===== config.mk =====
export PLATFORM = sky130hd
export DESIGN_NAME = mic_frame_scheduler_flat
export DESIGN_NICKNAME = d
export VERILOG_FILES = /design/src/rtl/mic_frame_scheduler_if.sv /design/src/rtl/mic_frame_scheduler.sv /design/src/flat_wrapper.sv
export SDC_FILE = /design/constraint.sdc
export NUM_CORES = 1
export LEC_CHECK = 0
export BUFFER_PORTS_ARGS = -buffer_cell sky130_fd_sc_hd__buf_2
export CORE_MARGIN = 5
export CORE_UTILIZATION = 40
export CTS_CLUSTER_SIZE = 25
export DETAILED_ROUTE_END_ITERATION = 8
export PLACE_DENSITY = 0.73
export SLEW_MARGIN = 40
export SYNTH_ARGS = -nofsm -noshare
export SYNTH_HDL_FRONTEND = slang
export SYNTH_SLANG_ARGS = --single-unit

===== constraint.sdc =====
create_clock -name CLK -period 5.39 [get_ports CLK]
set_clock_uncertainty 0.2 [all_clocks]
set_input_delay 0.539 -clock CLK [delete_from_list [all_inputs] [get_ports CLK]]
set_output_delay 0.539 -clock CLK [all_outputs]
set_load 0.02 [all_outputs]

===== src/rtl/mic_frame_scheduler_if.sv =====
// mic_frame_scheduler_if: mic capture, config and codec-stream signals of the frame scheduler.
interface mic_frame_scheduler_if #(
    parameter int NUM_MICS = 4
);
    logic [NUM_MICS-1:0]    MIC_VALID;
    logic [32*NUM_MICS-1:0] MIC_DATA;
    logic [NUM_MICS-1:0]    MIC_ACK;
    logic                   CFG_WRITE;
    logic [15:0]            CFG_WRITEDATA;
    logic [15:0]            CFG_READDATA;
    logic [31:0]            codec_stream;
    logic                   frame_strobe;
    logic                   interrupt;

    modport master (
        output MIC_VALID, MIC_DATA, CFG_WRITE, CFG_WRITEDATA,
        input  MIC_ACK, CFG_READDATA, codec_stream, frame_strobe, interrupt
    );

    modport slave (
        input  MIC_VALID, MIC_DATA, CFG_WRITE, CFG_WRITEDATA,
        output MIC_ACK, CFG_READDATA, codec_stream, frame_strobe, interrupt
    );
endinterface


===== src/rtl/mic_frame_scheduler.sv =====
// mic_frame_scheduler: once per ADC frame selects or mixes mic samples into the codec playback word.
module mic_frame_scheduler #(
    parameter int NUM_MICS = 4,
    parameter int IDX_W    = $clog2(NUM_MICS)
) (
    input  logic                 CLK,
    input  logic                 RESET_N,
    input  logic                 AUD_ADCLRCK,
    mic_frame_scheduler_if.slave bus
);
    typedef enum logic [1:0] {WAIT_EDGE, SELECT, ACCUM, PUBLISH} state_t;

    state_t              state;
    logic [2:0]          sync, fill;
    logic [1:0]          pend_mode, act_mode;
    logic [IDX_W-1:0]    pend_idx, act_idx, ch;
    logic [7:0]          pend_dwell, act_dwell, rr_cnt;
    logic                pend_new, sticky, any_v, strobe;
    logic signed [17:0]  acc_l, acc_r, sum_l, sum_r, mix_l, mix_r;
    logic [NUM_MICS-1:0] ack_acc, ack_now, ack, sel_hot;
    logic [31:0]         word, sel_data, ch_data;
    logic                sel_v, ch_v, lrck_rise, set_sticky, clr_sticky;
    logic [15:0]         rd;
    logic                unused_cfg;

    // fill gates the edge detector so a level-high LRCK right after reset is not mistaken for a rise
    always_comb begin
        lrck_rise  = sync[1] & ~sync[2] & fill[2];
        sel_data   = bus.MIC_DATA[{act_idx, 5'd0} +: 32];
        ch_data    = bus.MIC_DATA[{ch, 5'd0} +: 32];
        sel_v      = bus.MIC_VALID[act_idx];
        ch_v       = bus.MIC_VALID[ch];
        sel_hot    = {{(NUM_MICS-1){1'b0}}, 1'b1} << act_idx;
        sum_l      = acc_l + (ch_v ? {{2{ch_data[31]}}, ch_data[31:16]} : 18'd0);
        sum_r      = acc_r + (ch_v ? {{2{ch_data[15]}}, ch_data[15:0]} : 18'd0);
        mix_l      = sum_l >>> IDX_W;
        mix_r      = sum_r >>> IDX_W;
        ack_now    = ack_acc | ({{(NUM_MICS-1){1'b0}}, ch_v} << ch);
        set_sticky = (lrck_rise && state != WAIT_EDGE)
                  || (state == SELECT && !act_mode[1] && !sel_v)
                  || (state == ACCUM && &ch && !(any_v || ch_v));
        clr_sticky = bus.CFG_WRITE && bus.CFG_WRITEDATA[4];
        rd         = '0;
        rd[1:0]    = act_mode;
        rd[2 +: IDX_W] = act_idx;
        rd[4]      = sticky;
        rd[15:8]   = act_dwell;
        unused_cfg = ^bus.CFG_WRITEDATA[7:5];
    end

    assign bus.MIC_ACK      = ack;
    assign bus.codec_stream = word;
    assign bus.frame_strobe = strobe;
    assign bus.interrupt    = sticky;
    assign bus.CFG_READDATA = rd;

    always_ff @(posedge CLK or negedge RESET_N) begin
        if (!RESET_N) begin
            state      <= WAIT_EDGE;
            sync       <= '0;
            fill       <= '0;
            pend_mode  <= '0;
            pend_idx   <= '0;
            pend_dwell <= '0;
            pend_new   <= 1'b0;
            act_mode   <= '0;
            act_idx    <= '0;
            act_dwell  <= '0;
            rr_cnt     <= '0;
            ch         <= '0;
            acc_l      <= '0;
            acc_r      <= '0;
            any_v      <= 1'b0;
            ack_acc    <= '0;
            ack        <= '0;
            word       <= '0;
            strobe     <= 1'b0;
            sticky     <= 1'b0;
        end else begin
            sync   <= {sync[1:0], AUD_ADCLRCK};
            fill   <= {fill[1:0], 1'b1};
            strobe <= 1'b0;
            ack    <= '0;
            sticky <= set_sticky || (sticky && !clr_sticky);
            case (state)
                WAIT_EDGE: if (lrck_rise) begin
                    state <= SELECT;
                    if (pend_new) begin
                        act_mode  <= pend_mode;
                        act_idx   <= pend_idx;
                        act_dwell <= pend_dwell;
                        rr_cnt    <= '0;
                        pend_new  <= 1'b0;
                    end
                end
                SELECT: if (act_mode == 2'd2) begin
                    state   <= ACCUM;
                    ch      <= '0;
                    acc_l   <= '0;
                    acc_r   <= '0;
                    any_v   <= 1'b0;
                    ack_acc <= '0;
                end else begin
                    state  <= PUBLISH;
                    strobe <= 1'b1;
                    if (act_mode == 2'd3) word <= '0;
                    else if (sel_v) begin
                        word <= sel_data;
                        ack  <= sel_hot;
                    end
                    if (act_mode == 2'd1) begin
                        rr_cnt <= (rr_cnt == act_dwell) ? 8'd0 : rr_cnt + 8'd1;
                        if (rr_cnt == act_dwell) act_idx <= act_idx + 1'b1;
                    end
                end
                ACCUM: begin
                    acc_l   <= sum_l;
                    acc_r   <= sum_r;
                    any_v   <= any_v || ch_v;
                    ack_acc <= ack_now;
                    ch      <= ch + 1'b1;
                    if (&ch) begin
                        state  <= PUBLISH;
                        strobe <= 1'b1;
                        word   <= {mix_l[15:0], mix_r[15:0]};
                        ack    <= ack_now;
                    end
                end
                default: state <= WAIT_EDGE;
            endcase
            if (bus.CFG_WRITE) begin
                pend_mode  <= bus.CFG_WRITEDATA[1:0];
                pend_idx   <= bus.CFG_WRITEDATA[2 +: IDX_W];
                pend_dwell <= bus.CFG_WRITEDATA[15:8];
                pend_new   <= 1'b1;
            end
        end
    end
endmodule


===== src/flat_wrapper.sv =====
// flat-port wrapper written by rule: the top's interface ports become plain ports
module mic_frame_scheduler_flat 
#(
    parameter int NUM_MICS = 4,
    parameter int IDX_W    = $clog2(NUM_MICS)
)
  (CLK, RESET_N, AUD_ADCLRCK, bus_MIC_VALID, bus_MIC_DATA, bus_CFG_WRITE, bus_CFG_WRITEDATA, bus_MIC_ACK, bus_CFG_READDATA, bus_codec_stream, bus_frame_strobe, bus_interrupt);
  mic_frame_scheduler_if #(.NUM_MICS(NUM_MICS)) bus_i ();
  input  logic CLK;
  input  logic RESET_N;
  input  logic AUD_ADCLRCK;
  input wire logic [$bits(bus_i.MIC_VALID)-1:0] bus_MIC_VALID;
  input wire logic [$bits(bus_i.MIC_DATA)-1:0] bus_MIC_DATA;
  input wire logic [$bits(bus_i.CFG_WRITE)-1:0] bus_CFG_WRITE;
  input wire logic [$bits(bus_i.CFG_WRITEDATA)-1:0] bus_CFG_WRITEDATA;
  output wire logic [$bits(bus_i.MIC_ACK)-1:0] bus_MIC_ACK;
  output wire logic [$bits(bus_i.CFG_READDATA)-1:0] bus_CFG_READDATA;
  output wire logic [$bits(bus_i.codec_stream)-1:0] bus_codec_stream;
  output wire logic [$bits(bus_i.frame_strobe)-1:0] bus_frame_strobe;
  output wire logic [$bits(bus_i.interrupt)-1:0] bus_interrupt;
  assign bus_i.MIC_VALID = bus_MIC_VALID;
  assign bus_i.MIC_DATA = bus_MIC_DATA;
  assign bus_i.CFG_WRITE = bus_CFG_WRITE;
  assign bus_i.CFG_WRITEDATA = bus_CFG_WRITEDATA;
  assign bus_MIC_ACK = bus_i.MIC_ACK;
  assign bus_CFG_READDATA = bus_i.CFG_READDATA;
  assign bus_codec_stream = bus_i.codec_stream;
  assign bus_frame_strobe = bus_i.frame_strobe;
  assign bus_interrupt = bus_i.interrupt;
  mic_frame_scheduler #(.NUM_MICS(NUM_MICS), .IDX_W(IDX_W)) u_core (.CLK(CLK), .RESET_N(RESET_N), .AUD_ADCLRCK(AUD_ADCLRCK), .bus(bus_i));
endmodule

# ---- Yosys cells after proc, flatten, opt, wreduce, memory -nomap -nowiden
# Index checks and enable logic that the tools add are counted.
dict set report op_classes {
  add_sub_neg 5
  order_cmp 2
  eq_ne 14
  shift 4
  n_mux 47
  n_bitwise 4
  n_reduce_logical 29
}
# op n
set op_table {}
lappend op_table {{$shiftx A128 B8 Y32} 2}
lappend op_table {{$mux W32} 4}
lappend op_table {{$pmux W18 S2} 2}
lappend op_table {{$pmux W32 S2} 1}
lappend op_table {{$mux W18} 3}
lappend op_table {{$mux W8} 5}
lappend op_table {{$add A18 B18 Y18} 2}
lappend op_table {{$mux W4} 5}
lappend op_table {{$mux W2} 8}
lappend op_table {{$pmux W4 S2} 2}
lappend op_table {{$pmux W8 S2} 1}
lappend op_table {{$ne A2 B2 Y1 const B} 5}
lappend op_table {{$reduce_bool A2 Y1} 5}
lappend op_table {{$mux W1} 9}
lappend op_table {{$add A8 B1 Y8 const B} 1}
lappend op_table {{$eq A8 B8 Y1} 1}
lappend op_table {{$pmux W2 S2} 2}
lappend op_table {{$reduce_and A2 Y1} 4}
lappend op_table {{$logic_and A1 B1 Y1} 7}
lappend op_table {{$eq A2 B2 Y1 const B} 3}
lappend op_table {{$lt A2 B3 Y1 const B} 2}
lappend op_table {{$pmux W2 S3} 1}
lappend op_table {{$reduce_and A6 Y1} 1}
lappend op_table {{$reduce_and A5 Y1} 1}
lappend op_table {{16 further kinds} 28}
dict set report totals {
  regBits 122
  input_bits 152
  out_inout_bits 54
}

# ---- Depth between registers and ports, before layout
dict set report depth {
  depth_word 7
  ltp_mapped 15
  mapped_depth_nobuf 13
}

# ---- Worst setup path before layout
# OpenSTA, ideal clock, no wires.
dict set report synth_path {
  kind {reg2reg}
  from {register u_core.ch[0]}
  to {register u_core.word[28] (netlist: u_core.bus.codec_stream[28])}
  t_arrival_ps 3276
  required_time_ps 5061
  setup_slack_ps 1785
  path_stages_with_launch 13
  path_buffers 2
  cell_sequence {dfrtp_1 buf_6 buf_2 mux4_2 and2_1 fa_1 a211oi_2 nor3b_2 nor3b_1 o21ai_2 mux2_1 o21ai_1 a31oi_1}
}
dict set report synth_between {
  elab_chain_len 6
}
# item line
set synth_lines {}
lappend synth_lines {{start, declared} mic_frame_scheduler.sv:16} ;# logic [IDX_W-1:0] pend_idx, act_idx, ch;
lappend synth_lines {{start signal, assigned} mic_frame_scheduler.sv:121} ;# ch <= ch + 1'b1;
lappend synth_lines {{branches (longest 6 deep; another with $add A18 B18 Y18)} -}
lappend synth_lines {{end signal, assigned} mic_frame_scheduler.sv:108} ;# word <= sel_data;
lappend synth_lines {{end signal, assigned} mic_frame_scheduler.sv:125} ;# word <= {mix_l[15:0], mix_r[15:0]};
lappend synth_lines {{end, declared} mic_frame_scheduler.sv:21} ;# logic [31:0] word, sel_data, ch_data;
# Several ways; the timed one is not identified. The select of a mux whose other input is x is not followed.
# A chain may end at the register's enable or synchronous reset.

# ---- Final worst setup path
dict set report layout_path {
  from {register u_core.ch[1]}
  to {register u_core.word[14] (netlist: u_core.bus.codec_stream[14])}
}
dict set report layout_between {
  elab_chain_len 6
}
# item
set layout_lines {}
lappend layout_lines {{branches (longest 6 deep; another with $add A18 B18 Y18)}}
# Several ways; the timed one is not identified. The select of a mux whose other input is x is not followed.

==> results.txt <==
Status = finished, final reports clean
Synth Instances = 883
Post-synthesis simple-gate area fraction = 17.06%
RSZ-0062 raised after global routing = no
CTS H-tree depth = 4
Static leakage = 4.845 nW
Logic gate share of total power = 56.6%
Initial DRC count = 478
Max transition margin = 49.46%
Top cells by count, synth = nand2_1, dfrtp_1, mux4_2
Max_cap viols = 0
Post-synth EDFFs = 0
Crit Path Class = reg2reg
Number of diodes = 0
Power Density = 590.7 nW/um2
Maximum vdd ir drop = 0.3543 mV
Buffer count from post-CTS setup fixing = 0
Overflow after GRT = 0
Hold Path Class = in2reg
Worst Setup SP = u_core.ch[1]
First-pass GRT wire length = 40190 um
Antenna Nets Post-Route = 0
Die X = 159.3 um
Synth top area share = 34.26%
CP Capture Type = register
Setup TNS = 0 ns
Gr usage total = 19.28%
Final setup fails = 0
Worst r2r src = u_core.ch[1]
Initial core utilization = 40.71%
Largest net degree at the start of global routing = 75
Clk sink count = 122
CTS Buffer Depth = 2
Sw Ratio = 44.86%
Vias in the first global route = 7826
PortBufs = 199
Tmin final = 4.361 ns
Initial antenna violation count = 0
Final Hold Fails = 0
Die ar. = 25370 um2
Critical hold path startpoint = AUD_ADCLRCK
Routed vias/inst = 5.584
CP Max Fanout = 23
TritonRoute pass-1 iters = 5
CTS tree = done
Worst Path Arrival = 4.49 ns
Synth warn = 0
CTS root buffer = clkbuf_16
Grt met1 use = 25.94%
Routed WL = 24750 um
HPWL Detailed = 18270 um
Adder-Cell Fraction of Synth Area = 6.626%
Clock Latency Late Sink = 0.42 ns
Nets = 1258
Worst EP required = 5.52 ns
Fmax = 229.3 MHz
Async set-reset flop share out of synthesis = 100.0%
Mux share of post-synthesis cell area = 20.58%
Synth-to-Final Area Change = 20.78%
Drt drc = 0
Ys flop type = dfrtp_1
CP startpoint kind = register
Fin crit share = 80.91%
Max Transition Viols Final = 0
#FFs+latches synth = 122
GR peak layer = met2
Die height = 159.3 um
Clock share of power = 18.8%
Largest family of logic cells by synthesized area = multiplexers
Cell Area, Synth = 8912 um2
Row count = 54
Largest cells by area after synthesis = dfrtp_1, mux4_2, ha_1, nand2_1, mux2_2
Netlist cell types = 79
DR WL/cell = 18.31 um
GRT met2 Usage = 31.60%
CTS clock-pin slew for the worst setup and hold paths = 0.06 ns
I/O Pins = 206
Core area = 21890 um2
GPL Wtd Cong = 0.8663
Synth Area in Compound Gates = 14.78%
Switching power = 0.002853 W
Seq/Total Area, Yosys = 34.26%
Layout cell share with drive strength beyond 1 = 33.40%
Number of vias in the routed layout = 7549
Worst-Margin Slew = 0.7581 ns
Total CTS buffers = 17
Post_cts resized = 0
Synth area leader = dfrtp_1
Synthesized area per cell = 10.09 um2
Total Power = 0.006358 W
Int Power = 0.003506 W
Xor-xnor portion of the synthesized cell area = 3.004%
Flop pwr share = 24.6%
Met3 Track Usage GR = 4.711%
Count leader, synth = nand2_1
==> cell families after synthesis <==
logic type | after synthesis
buffers and inverters | 72
flip-flops | 122
other | 2
adder cells (fa/ha/maj) | 46
multiplexers | 98
XOR/XNOR | 29
AND/OR/NAND/NOR | 314
AO/OA/AOI/OAI | 200
==> metal layers <==
layer / vias to the layer above / part of all wire [%]
li1: 3625 / -
met1: 3669 / 45
met2: 233 / 48
met3: 22 / 6.4
met4: 0 / 1.2
met5: - / 0
==> final cells by class <==
class	count	area, um2
Fill cell	2081	11130
Inverter	17	63.81
Clock inverter	12	162.7
Clock buffer	19	452.9
Tap cell	280	350.3
Multi-Input combinational cell	691	5562
Sequential cell	122	3063
Timing Repair Buffer	211	1110
==> flip-flops by register name (all words and copies together), names as in the netlist, 2 cells and up <==
| register | count |
|---|---|
| u_core.bus.codec_stream | 32 |
| u_core.bus.MIC_ACK | 4 |
| u_core.act_idx | 2 |
| u_core.ch | 2 |
| u_core.acc_l | 18 |
| u_core.sync | 3 |
| u_core.fill | 3 |
| u_core.acc_r | 18 |
| u_core.rr_cnt | 8 |
| u_core.pend_dwell | 8 |
| u_core.pend_mode | 2 |
| u_core.state | 2 |
| u_core.pend_idx | 2 |
| u_core.act_mode | 2 |
| u_core.act_dwell | 8 |
| u_core.ack_acc | 4 |
==> power by group through the flow <==
stage	registers (W)	logic, W	clock network [W]
after global placement	0.00156	0.00349	0
after CTS	0.00157	0.00363	0.00122
after detailed placement	0.00158	0.00360	0
after global routing	0.00161	0.00396	0.00126
final	0.00157	0.00360	0.00119
after floorplan	0.00163	0.00257	0
==> cells in the final DEF (no fill, tap or decap), types with 3 or more instances in the layout <==
cell type	n
o211ai_1	5
nand3b_1	3
nor2b_1	9
o21ai_0	47
nor3_1	7
o21ai_1	22
nand4b_1	4
and3_1	10
mux2_2	24
conb_1	4
clkbuf_16	17
nand3_1	23
and2_1	36
clkinv_4	3
bufinv_16	3
dfrtp_1	118
xor2_1	7
mux4_2	62
o31ai_1	7
a31oi_1	38
inv_1	14
inv_6	3
a21o_1	15
buf_2	198
nor2_1	53
a21oi_1	29
ha_1	43
mux2i_1	7
nand2_1	129
a21boi_0	3
xnor2_1	21
nand4_1	6
nand2b_1	16
buf_4	9
==> through the flow <==
stage / instance area [um2] / setup WS (ns) / std cells / util [%] / hold slack (ns)
finish: 10760 / 1.029 / 1352 / 49.17 / 0.02421
global route: 10760 / 0.8084 / 1352 / 49.17 / 0.02151
CTS: 10760 / 0.9334 / 1352 / 49.16 / 0.01135
detailed placement: 10140 / 0.9567 / 1320 / 46.30 / 0.1355
global placement: 10100 / 1.063 / 1318 / 46.13 / 0.1323
floorplan: 8920 / 1.785 / 885 / - / 0.04341
==> worst max-delay path, cell delays in order (launching register included) <==
cell and delay (ns):
dfrtp_2 0.80, mux2i_1 0.25, mux2i_4 0.61, and2_1 0.23
ha_1 0.16, inv_1 0.06, fa_1 0.41, nand2b_1 0.21
a21oi_1 0.23, o21ai_0 0.21, a21oi_1 0.38, nand4b_1 0.14
and3_1 0.21, a31oi_1 0.18
==> final timing paths <==
kind | slack (ns) | cells past startpoint | end
max | 1.03 | 13 | u_core.bus.codec_stream[14]
min | 0.02 | 1 | u_core.sync[0]
max reg2reg | 1.03 | 13 | u_core.bus.codec_stream[14]
min reg2reg | 0.15 | 0 | u_core.fill[2]
max in group asynchronous | 3.37 | 3 | u_core.bus.codec_stream[21]
min in group asynchronous | 0.49 | 2 | u_core.fill[0]
==> timing repair <==
item                                    in CTS  in global routing
endpoints found under the setup margin       0                  0
hold buffers                                 1                  0
hold endpoints to repair                    72                  0
(Power assumes the default switching activity.)
